<file path="src/rtl/lzss_if.sv">
// Byte-in / token-out handshake between the LZSS encoder and its neighbours.
interface lzss_if #(parameter int WORD_SIZE = 8) ();
  logic                 w_en;
  logic [WORD_SIZE-1:0] data_i;
  logic [WORD_SIZE:0]   data_o;
  logic                 o_ready;

  modport master (output w_en, data_i, input  data_o, o_ready);
  modport slave  (input  w_en, data_i, output data_o, o_ready);
endinterface

</file>
<file path="src/rtl/lzss_encoder.sv">
// Streaming LZSS encoder: sliding window + look-ahead, one combinational
// longest-match search per accepted byte, registered literal/reference token.
module lzss_match_len #(
  parameter int WORD_SIZE       = 8,
  parameter int LOOK_AHEAD_SIZE = 4,
  parameter int LW              = 3
) (
  input  logic                                       en,
  input  logic [LOOK_AHEAD_SIZE-1:0][WORD_SIZE-1:0]  la,
  input  logic [LOOK_AHEAD_SIZE-1:0][WORD_SIZE-1:0]  cand,
  output logic [LW-1:0]                              len
);
  logic run;

  always_comb begin
    len = '0;
    run = en;
    for (int k = 0; k < LOOK_AHEAD_SIZE; k++) begin
      if (run && la[k] == cand[k]) len = len + LW'(1);
      else                         run = 1'b0;
    end
  end
endmodule

module lzss_encoder #(
  parameter int WORD_SIZE       = 8,
  parameter int WINDOW_SIZE     = 32,
  parameter int LOOK_AHEAD_SIZE = 4
) (
  input  logic   clk,
  input  logic   rst,
  lzss_if.slave  bus
);
  localparam int OW = $clog2(WINDOW_SIZE);
  localparam int LW = $clog2(LOOK_AHEAD_SIZE + 1);
  localparam int CW = $clog2(WINDOW_SIZE + 1);
  localparam int HN = WINDOW_SIZE + LOOK_AHEAD_SIZE;

  if (OW + LW > WORD_SIZE) begin : g_bad_cfg
    $error("lzss_encoder: offset+length fields do not fit in WORD_SIZE");
  end

  logic [LOOK_AHEAD_SIZE-1:0][WORD_SIZE-1:0] la;
  logic [LOOK_AHEAD_SIZE-1:0]                la_vld;
  logic [WINDOW_SIZE-1:0][WORD_SIZE-1:0]     win;   // win[i] is the byte i+1 before the head
  logic [CW-1:0]                             win_cnt;
  logic [LW-1:0]                             skip;
  logic [WORD_SIZE:0]                        data_q;
  logic                                      rdy_q;

  // Oldest window byte first, head at index WINDOW_SIZE; lets overlapping
  // matches read straight into the look-ahead.
  logic [HN-1:0][WORD_SIZE-1:0]              hist;
  logic [WINDOW_SIZE-1:0][LW-1:0]            lens;

  for (genvar i = 0; i < HN; i++) begin : g_hist
    if (i < WINDOW_SIZE) begin : g_w
      assign hist[i] = win[WINDOW_SIZE-1-i];
    end else begin : g_l
      assign hist[i] = la[i-WINDOW_SIZE];
    end
  end

  for (genvar d = 1; d <= WINDOW_SIZE; d++) begin : g_dist
    logic [LOOK_AHEAD_SIZE-1:0][WORD_SIZE-1:0] cand;
    for (genvar k = 0; k < LOOK_AHEAD_SIZE; k++) begin : g_c
      assign cand[k] = hist[WINDOW_SIZE+k-d];
    end
    lzss_match_len #(
      .WORD_SIZE(WORD_SIZE), .LOOK_AHEAD_SIZE(LOOK_AHEAD_SIZE), .LW(LW)
    ) u_ml (
      .en   (win_cnt >= CW'(d)),
      .la   (la),
      .cand (cand),
      .len  (lens[d-1])
    );
  end

  logic [LW-1:0]      best_len;
  logic [OW-1:0]      best_off;
  logic               use_ref;
  logic [WORD_SIZE:0] tok;

  // Strict '>' on an ascending scan keeps the smallest distance on ties.
  always_comb begin
    best_len = '0;
    best_off = '0;
    for (int i = 0; i < WINDOW_SIZE; i++) begin
      if (lens[i] > best_len) begin
        best_len = lens[i];
        best_off = OW'(i);
      end
    end
    use_ref = {1'b0, best_len} >= (LW+1)'(2);
    tok     = {1'b0, la[0]};
    if (use_ref) begin
      tok               = '0;
      tok[WORD_SIZE]    = 1'b1;
      tok[LW-1:0]       = best_len;
      tok[OW+LW-1:LW]   = best_off;
    end
  end

  always_ff @(posedge clk) begin
    if (rst) begin
      la      <= '0;
      la_vld  <= '0;
      win     <= '0;
      win_cnt <= '0;
      skip    <= '0;
      data_q  <= '0;
      rdy_q   <= 1'b0;
    end else begin
      rdy_q <= 1'b0;
      if (bus.w_en) begin
        la     <= {bus.data_i, la[LOOK_AHEAD_SIZE-1:1]};
        la_vld <= {1'b1, la_vld[LOOK_AHEAD_SIZE-1:1]};
        win    <= {win[WINDOW_SIZE-2:0], la[0]};
        if (la_vld[0] && win_cnt != CW'(WINDOW_SIZE)) win_cnt <= win_cnt + CW'(1);
        if (la_vld[0]) begin
          if (skip != '0) begin
            skip <= skip - LW'(1);
          end else begin
            rdy_q  <= 1'b1;
            data_q <= tok;
            if (use_ref) skip <= best_len - LW'(1);
          end
        end
      end
    end
  end

  assign bus.data_o  = data_q;
  assign bus.o_ready = rdy_q;
endmodule

</file>
<file path="src/flat_wrapper.sv">
// flat-port wrapper written by rule: the top's interface ports become plain ports
module lzss_encoder_flat 
#(
  parameter int WORD_SIZE       = 8,
  parameter int WINDOW_SIZE     = 32,
  parameter int LOOK_AHEAD_SIZE = 4
)
  (clk, rst, bus_w_en, bus_data_i, bus_data_o, bus_o_ready);
  lzss_if #(.WORD_SIZE(WORD_SIZE)) bus_i ();
  input  logic clk;
  input  logic rst;
  input wire logic [$bits(bus_i.w_en)-1:0] bus_w_en;
  input wire logic [$bits(bus_i.data_i)-1:0] bus_data_i;
  output wire logic [$bits(bus_i.data_o)-1:0] bus_data_o;
  output wire logic [$bits(bus_i.o_ready)-1:0] bus_o_ready;
  assign bus_i.w_en = bus_w_en;
  assign bus_i.data_i = bus_data_i;
  assign bus_data_o = bus_i.data_o;
  assign bus_o_ready = bus_i.o_ready;
  lzss_encoder #(.WORD_SIZE(WORD_SIZE), .WINDOW_SIZE(WINDOW_SIZE), .LOOK_AHEAD_SIZE(LOOK_AHEAD_SIZE)) u_core (.clk(clk), .rst(rst), .bus(bus_i));
endmodule
</file>
<file path="config.mk">
export PLATFORM = sky130hd
export DESIGN_NAME = lzss_encoder_flat
export DESIGN_NICKNAME = d
export VERILOG_FILES = /design/src/rtl/lzss_if.sv /design/src/rtl/lzss_encoder.sv /design/src/flat_wrapper.sv
export SDC_FILE = /design/constraint.sdc
export NUM_CORES = 2
export LEC_CHECK = 0
export BUFFER_PORTS_ARGS = -buffer_cell sky130_fd_sc_hd__buf_2
export CORE_ASPECT_RATIO = 1.75
export CORE_MARGIN = 4
export CORE_UTILIZATION = 66
export DETAILED_ROUTE_END_ITERATION = 8
export PLACE_DENSITY = 0.82
export REMOVE_ABC_BUFFERS = 1
export SYNTH_ARGS = -nofsm -noshare
export SYNTH_HDL_FRONTEND = slang
export SYNTH_SLANG_ARGS = --single-unit
</file>
<file path="constraint.sdc">
create_clock -name clk -period 64 [get_ports clk]
set_clock_uncertainty 0.15 [all_clocks]
set_input_delay 6.4 -clock clk [delete_from_list [all_inputs] [get_ports clk]]
set_output_delay 6.4 -clock clk [all_outputs]
set_load 0.1 [all_outputs]
</file>
==> results.json <==
{
  "status": "finished clean",
  "grt_overflow_total": 0,
  "synthTopCellsByArea": "dfxtp_1 (19%), xnor2_1 (18%), xor2_1 (11%)",
  "cp_slowest_cell": "o211ai_1",
  "arrival_ns": 53.98,
  "final.setup.tns_ns": 0,
  "routed_via_density": 6.72,
  "gp_congestion": 1.04,
  "tightestPinTransition_ns": 1.34,
  "clock_path_buffers": 3,
  "nFillCells": 4113,
  "fp.dieH_um": 305,
  "antenna_left": 0,
  "clkTransAtPathRegs_ns": 0.07,
  "yosysTopAreaCell": "dfxtp_1",
  "finalCritPeriodShare_pct": 83.9,
  "layout-drive-gt1-share_pct": 6.67,
  "core_area_sq_um": 49700,
  "dieArea_sq_um": 54300,
  "syn_inst": 4097,
  "period_needed_ns": 53.67,
  "initial_utilization_pct": 67.0,
  "grt_pass1_vias": 29662,
  "rsz0062_at_grt": "false",
  "drc_errors": 0,
  "io_pins": 21,
  "finalSetupViolCount": 0,
  "dpl.hpwl_um": 79700,
  "core.rowCount": 108,
  "slew_viol_final": 0,
  "relSlewSlack_pct": 10.2,
  "synth_flop_cell": "dfxtp_1",
  "htree_levels": 1,
  "cts_tree": "built",
  "synth_common_cells": "xnor2_1 (687), nor2_1 (466), xor2_1 (422)",
  "critPathCaptureType": "flip-flop",
  "cpMostUsedCell": "ha_1",
  "seq_area_frac_synth_pct": 18.7,
  "ys_ff_latch": 311,
  "synth_most_common_cell": "xnor2_1",
  "die_w_um": 178,
  "routedWlPerCell_um": 26.0,
  "grt_max_degree": 97,
  "synth_top_cell_area_share_pct": 18.7,
  "max_stage_delay_ns": 0.82,
  "nets": 3916,
  "cts_setup_buffers": 0,
  "avgSynthCellArea_sq_um": 8.13,
  "crit_type": "flip-flop to flip-flop",
  "ys_types": 102,
  "min_path_type": "flip-flop to flip-flop",
  "antenna_found_initial": 4,
  "cts_root_buf": "clkbuf_16",
  "worstPathRequired_ns": 64.31,
  "drt_iter0_markers": 2861,
  "cp_max_fo": 11,
  "synth-edff-count": 0,
  "vias": 29723,
  "fmax_ghz": 0.0186,
  "grt.total_usage_pct": 41.3,
  "syn_to_final_growth_pct": -0.451,
  "async_flop_share_pct": 0,
  "cp-start-kind": "flip-flop",
  "drv_cap": 0,
  "clock_latency_ns": 0.65,
  "syn_area_sq_um": 33300,
  "hold_viol_final": 0,
  "drt_pass1_iterations": 8,
  "cts_buffers": 30,
  "cts_resized": 0,
  "clock-sinks": 311,
  "ctsHoldBuffers": 0,
  "totalWireLength_um": 115000,
  "grt_pass1_wl_um": 174000,
  "io_buffers": 20,
  "yosys_warnings": 0
}
==> path summary, 6_finish.rpt <==
kind                             start              endpoint  slack [ns]  cells past startpoint
setup / recovery     u_core.win_cnt[1]  u_core.bus.data_o[6]       10.33                    233
hold / removal    u_core.bus.data_o[7]  u_core.bus.data_o[7]        0.32                      2
hold reg to reg   u_core.bus.data_o[7]  u_core.bus.data_o[7]        0.32                      2
setup reg to reg     u_core.win_cnt[1]  u_core.bus.data_o[6]       10.33                    233
==> worst max-delay path: cells and delay by family (launching register included) <==
kind                       cells  cell delay, ns
AOI/OAI and AO/OA            103           24.26
and+or+nand+nor               75           16.53
adders and majority gates     34            9.08
buffers and inverters         16            1.50
muxes                          4            1.09
DFF                            1            0.62
xor gates and xnor gates       1            0.18
==> sequential cells by signal, summed over array words and instances, names as in the netlist <==
signal	count
u_core.g_dist.cand	280
u_core.bus.data_o	9
u_core.hist	8
u_core.win_cnt	6
u_core.la_vld	4
u_core.skip	3
u_core.bus.o_ready	1
==> cell usage in the layout (no fill, tap or decap), drive strengths merged, types with 11 or more instances in the layout <==
cell type  count
and2          50
and3          17
clkbuf        41
a31o          16
nor2         467
o31ai         11
nand2b        27
ha           165
a211oi        17
o21a          23
o21ai         54
inv           84
nor4         119
a31oi         33
nor2b         35
nand2        134
buf           69
dfxtp        311
mux2i        312
a21oi         74
or3           24
mux2          16
a2111oi       14
xor2         422
or2           29
nand4        176
o311ai        11
clkinv        11
a21o          32
xnor2        688
nand3         75
nor3          70
==> per-stage QoR <==
| step | cells | cell area, sq um | hold slack [ns] | worst slack, ns | utilization, % |
|---|---|---|---|---|---|
| 2_1_floorplan | 3639 | 30900 | 0.284 | 19.12 | - |
| 3_3_place_gp | 4368 | 32200 | 0.298 | 11.79 | 64.8 |
| 3_5_place_dp | 4368 | 32200 | 0.313 | 11.42 | 64.8 |
| 4_1_cts | 4421 | 33200 | 0.326 | 11.15 | 66.7 |
| 5_1_grt | 4421 | 33200 | 0.346 | 5.70 | 66.7 |
| 6_report | 4422 | 33200 | 0.324 | 10.33 | 66.7 |
==> cells by family (layout without fill, tap and decap cells) <==
| group | Yosys count | after routing | share of synthesized area, % |
|---|---|---|---|
| fa+ha+maj | 165 | 165 | 6.20 |
| other cells | 0 | 1 | 0 |
| mux | 328 | 328 | 9.93 |
| flops | 311 | 311 | 18.7 |
| buf+inv | 541 | 205 | 8.30 |
| compound gates | 379 | 379 | 8.37 |
| xor+xnor | 1110 | 1110 | 29.2 |
| simple gates | 1263 | 1263 | 19.3 |
==> routing by layer <==
layer  track usage [%]  wire length (um)
met5                 0                30
met1              42.5             36600
met2              66.7             52600
met4              41.1             14600
met3              9.94             11100
==> layout make-up <==
class                           instances  area, sq um  area share (%)
Tap cell                              660          826            2.49
Timing Repair Buffer                   69          500            1.51
Antenna cell                            1         2.50         0.00755
Multi-Input combinational cell       3245        24300            73.4
Clock buffer                           41          832            2.51
Sequential cell                       311         6270            18.9
Clock inverter                         12         95.1           0.287
Inverter                               83          312           0.940
Power is left out: the tool's default activity adds up to more than one toggle a clock period on the data nets, which glitch-free logic cannot reach.
